**src/rtl/urv_dmem_wb_bridge.sv**
```systemverilog
// uRV execute-stage data-memory responder: one load/store per handshake as one Wishbone pipelined cycle.
// Optional bus watchdog (g_timeout cycles) is compiled in when URV_DMEM_TIMEOUT_EN is defined.
module urv_dmem_wb_bridge #(
   parameter int unsigned g_timeout = 1024
) (
   input  logic        clk_i,
   input  logic        rst_i,
   input  logic [31:0] dm_addr_i,
   input  logic [31:0] dm_data_s_i,
   input  logic [3:0]  dm_data_select_i,
   input  logic        dm_store_i,
   input  logic        dm_load_i,
   output logic        dm_ready_o,
   output logic [31:0] dm_data_l_o,
   output logic        dm_load_done_o,
   output logic        dm_store_done_o,
   output logic        dm_bus_error_o,
   output logic        wb_cyc_o,
   output logic        wb_stb_o,
   output logic        wb_we_o,
   output logic [31:0] wb_adr_o,
   output logic [3:0]  wb_sel_o,
   output logic [31:0] wb_dat_o,
   input  logic [31:0] wb_dat_i,
   input  logic        wb_ack_i,
   input  logic        wb_err_i,
   input  logic        wb_stall_i
);

   typedef enum logic [1:0] {
      ST_IDLE     = 2'd0,
      ST_REQ      = 2'd1,
      ST_WAIT_ACK = 2'd2
   } state_t;

   if (g_timeout < 2 || g_timeout > 65535) begin : g_bad_timeout
      $error("urv_dmem_wb_bridge: g_timeout must be in 2..65535");
   end

   state_t state_q;
   state_t state_d;
   logic   accept;
   logic   bus_ack;
   logic   bus_err;
   logic   timeout_hit;
   logic   complete;
   logic   cmp_err;

   // Bus responses only count once the strobe has actually been taken (stall low) or in WAIT_ACK.
   always_comb begin
      // NOTE: every always_comb output is given a default first so no latch is inferred.
      accept  = 1'b0;
      bus_ack = 1'b0;
      bus_err = 1'b0;
      case (state_q)
         ST_IDLE: begin
            accept = dm_load_i | dm_store_i;
         end
         ST_REQ: begin
            bus_ack = wb_ack_i & ~wb_stall_i;
            bus_err = wb_err_i & ~wb_stall_i;
         end
         ST_WAIT_ACK: begin
            bus_ack = wb_ack_i;
            bus_err = wb_err_i;
         end
         default: ;
      endcase
   end

`ifdef URV_DMEM_TIMEOUT_EN
   localparam logic [15:0] tmo_last = 16'(g_timeout - 1);

   logic [15:0] tmo_cnt_q;

   always_ff @(posedge clk_i) begin
      if (rst_i)
         tmo_cnt_q <= '0;
      else if (accept)
         tmo_cnt_q <= '0;
      else if (state_q != ST_IDLE)
         tmo_cnt_q <= tmo_cnt_q + 16'd1;
   end

   // A real ack or err in the expiry cycle wins over the watchdog.
   assign timeout_hit = (state_q != ST_IDLE) && (tmo_cnt_q == tmo_last) && !bus_ack && !bus_err;
`else
   assign timeout_hit = 1'b0;
`endif

   assign complete = bus_ack | bus_err | timeout_hit;
   assign cmp_err  = bus_err | timeout_hit;

   always_comb begin
      state_d = state_q;
      case (state_q)
         ST_IDLE:     if (accept) state_d = ST_REQ;
         ST_REQ:      if (!wb_stall_i) state_d = ST_WAIT_ACK;
         ST_WAIT_ACK: state_d = ST_WAIT_ACK;
         default:     state_d = ST_IDLE;
      endcase
      if (complete)
         state_d = ST_IDLE;
   end

   always_ff @(posedge clk_i) begin
      // NOTE: sequential state uses non-blocking assignments so every register samples pre-edge values.
      if (rst_i)
         state_q <= ST_IDLE;
      else
         state_q <= state_d;
   end

   assign dm_ready_o = (state_q == ST_IDLE);
   assign wb_cyc_o   = (state_q != ST_IDLE);
   assign wb_stb_o   = (state_q == ST_REQ);

   always_ff @(posedge clk_i) begin
      if (rst_i) begin
         wb_we_o         <= 1'b0;
         wb_adr_o        <= '0;
         wb_sel_o        <= '0;
         wb_dat_o        <= '0;
         dm_data_l_o     <= '0;
         dm_load_done_o  <= 1'b0;
         dm_store_done_o <= 1'b0;
         dm_bus_error_o  <= 1'b0;
      end else begin
         dm_load_done_o  <= 1'b0;
         dm_store_done_o <= 1'b0;
         dm_bus_error_o  <= 1'b0;

         if (accept) begin
            // A simultaneous load+store request is performed as the store.
            wb_we_o  <= dm_store_i;
            wb_adr_o <= {dm_addr_i[31:2], 2'b00};
            wb_sel_o <= dm_store_i ? dm_data_select_i : 4'b1111;
            wb_dat_o <= dm_data_s_i;
         end

         if (complete) begin
            dm_bus_error_o <= cmp_err;
            if (wb_we_o) begin
               dm_store_done_o <= 1'b1;
            end else begin
               dm_load_done_o <= 1'b1;
               dm_data_l_o    <= cmp_err ? 32'h0 : wb_dat_i;
            end
         end
      end
   end

endmodule

```
**config.mk**
```make
export PLATFORM = sky130hd
export DESIGN_NAME = urv_dmem_wb_bridge
export DESIGN_NICKNAME = d
export VERILOG_FILES = /design/src/rtl/urv_dmem_wb_bridge.sv
export SDC_FILE = /design/constraint.sdc
export NUM_CORES = 1
export LEC_CHECK = 0
export CORE_MARGIN = 8
export CORE_UTILIZATION = 39
export DETAILED_ROUTE_END_ITERATION = 10
export PLACE_DENSITY = 0.8
export SLEW_MARGIN = 20
export SYNTH_ARGS = -nofsm -noshare
export SYNTH_HDL_FRONTEND = slang
export SYNTH_SLANG_ARGS = --single-unit
```
**constraint.sdc**
```tcl
create_clock -name clk_i -period 2.25 [get_ports clk_i]
set_input_delay 0.5625 -clock clk_i [delete_from_list [all_inputs] [get_ports clk_i]]
set_output_delay 0.5625 -clock clk_i [all_outputs]
set_load 0.02 [all_outputs]
```
==> out/metrics.yaml <==
grtUsageTotal: 0.182
drt-wirelength-per-cell_um: 15.9
setup_ws_ns: 0.175
slowest_delay_ns: 0.70
grt_pass1_wl_um: 19700
r2r_start: "state_q[1]"
drc: 0
syn_area_mm2: 0.00396
syn_to_final_growth_pct: 61.2
clock.fmax_mhz: 482
fp.coreArea_mm2: 0.00982
hold_ws_ns: 0.459
synth_cell_types: 30
rrSetupSlack_ns: 0.58
hold_path_depth: 2
worst-path-max-fanout: 6
p_sw_frac: 0.365
mostFrequentLayoutCells: "clkdlybuf4s50_1 (205), nand2_1 (128), dfxtp_1 (104), a21oi_1 (64), inv_1 (37)"
hold_viol_final: 0
drv_slew: 0
ys_warn_count: 0
leakagePower_nw: 2.31
hold_end: "wb_dat_o[22]"
ys_ff_latch: 104
syn_area_per_cell_um2: 8.43
syn_inst: 469
status: "completed"
crit_path_start_kind: "flip-flop"
layout.nets: 770
rr_worst_depth: 6
grt_pass1_vias: 3949
combPwrFrac: 0.416
hp-class: "reg -> reg"
cts.clk_slew.worst_paths_ns: 0.10
routabilityCongestion: 0.751
path_buf_inv: 1
route.vias.total: 3802
power_frac_clock: 0.194
chipHeight_um: 117
place_ws_ns: 0.143
cts_inserted_buffers: 9
post-route-util: 0.649
total_power_mw: 6.19
start_util: 0.403
cts_root_buf: "clkbuf_8"
irDropWorstVdd_mv: 0.568
ioPinCount: 214
ys.flop_type: "dfxtp_1"
synth-edff-count: 0
layout_commonest_cell: "clkdlybuf4s50_1"
power.switching_mw: 2.26
die_w_um: 117
crit_start: "wb_we_o"
port_buffers: 209
rows: 36
setup_violations: 0
ys_seq_area_frac: 0.526
totalWireLength_um: 12700
clock_latency_ns: 0.35
critPathTopFamily: "buffers and inverters"
hold_start: "wb_dat_o[22]"
hpwl_um: 9560
critical_path_arrival_ns: 1.51
fp.dieArea_mm2: 0.0136
seqPwrFrac: 0.390
tritoncts: "done"
reg2reg_to: "dm_data_l_o[3]"
drive_gt1_frac: 0.0451
post-cts-setup-buffer-count: 0
finClkSkew_ns: 0.0109
dr.pass1.iters: 5
overflow: 0
n_antenna_cell: 0
htree_levels: 3
layout_min_cycle_time_ns: 2.08
final.period_utilization: 0.922
first_iter_violations: 215
p_int_mw: 3.93
antenna_found_initial: 0
fin_tns_setup_ns: 0
path_cells: "clkdlybuf4s50_1"
final_antenna_net_count: 0
rsz0062_at_grt: "no"
clockBufferDepth: 2
crit_slowest_cell: "clkdlybuf4s50_1"
worstPathRequired_ns: 1.69
path_class: "reg -> out"
grt_max_degree: 78
end_kind: "output port"
vias_per_cell: 4.76
maxCapViolCount: 0
clock_sinks: 104
fillCellCount: 887
p_per_area_mw_per_mm2: 971
async_flop_share: 0
## worst max-delay path by stage
stage / end / slack (ns) / cells past startpoint
2_1_floorplan: dm_data_l_o[0] / 0.56 / 6
3_3_place_gp: wb_dat_o[28] / 0.22 / 5
3_5_place_dp: state_q[0] / 0.14 / 4
4_1_cts: dm_ready_o / 0.008 / 3
5_1_grt: wb_cyc_o / 0.07 / 4
6_report: wb_we_o / 0.17 / 1
## per-stage QoR
stage,instance area [µm²],std cells
floorplan,3960,470
global placement,6170,782
detailed placement,6170,782
CTS,6370,798
global route,6380,798
finish,6380,798
## area by class of cell
class	instances	area (µm²)	share of cell area
clock buffer	11	141	0.0222
clock inverter	5	63.8	0.0100
inverter	37	139	0.0218
multi-input combinational	291	1560	0.245
sequential	104	2080	0.326
tap	133	166	0.0261
timing repair buffer	217	2220	0.349
## flip-flops by register name, indices dropped and copies added (netlist names)
register         flops
dm_data_l_o         32
wb_dat_o            32
wb_adr_o            30
wb_sel_o             4
state_q              2
dm_bus_error_o       1
dm_load_done_o       1
dm_store_done_o      1
wb_we_o              1
## cell usage after synthesis (2+ instances only)
library cell / number / area share
nand2_1: 128 / 0.12
dfxtp_1: 104 / 0.53
a21oi_1: 64 / 0.081
inv_1: 37 / 0.035
nand2b_1: 32 / 0.051
o32ai_1: 32 / 0.071
clkbuf_1: 19 / 0.018
buf_2: 14 / 0.018
nor2_1: 5 / 0.0047
o21ai_0: 5 / 0.0063
nand3b_1: 4 / 0.0076
buf_6: 3 / 0.0085
ha_1: 3 / 0.0095
a211oi_1: 2 / 0.0038
buf_4: 2 / 0.0038
## power groups by stage
stage / logic [mW] / clock network (mW) / registers, mW
finish: 2.57 / 1.20 / 2.41
global route: 2.78 / 1.33 / 2.46
CTS: 2.61 / 1.24 / 2.42
detailed placement: 2.62 / 0 / 2.46
global placement: 2.56 / 0 / 2.43
floorplan: 0.882 / 0 / 2.90
## per-layer routing
metal	vias to the layer above	global-route usage	part of all wire
met3	10	0.0688	0.095
met5	-	0	0
met4	0	0.0546	0.010
met1	1755	0.191	0.37
met2	123	0.329	0.52
li1	1914	-	-
## kinds of logic (layout without fill, tap and decap cells)
| family | Yosys count | count (layout) | share of synthesized area |
|---|---|---|---|
| buf+inv | 75 | 270 | 0.0832 |
| simple gates | 176 | 176 | 0.199 |
| fa+ha+maj | 3 | 3 | 0.00949 |
| compound gates | 110 | 110 | 0.181 |
| flops | 104 | 104 | 0.526 |
| other cells | 1 | 2 | 0.000948 |
## what timing repair did
action	in CTS	in global routing
hold buffers	0	0
pin swaps	0	0
resized for setup	2	1
cloned	0	0
setup endpoints to repair	2	1
No activity file was read; power rests on OpenSTA's default activity.
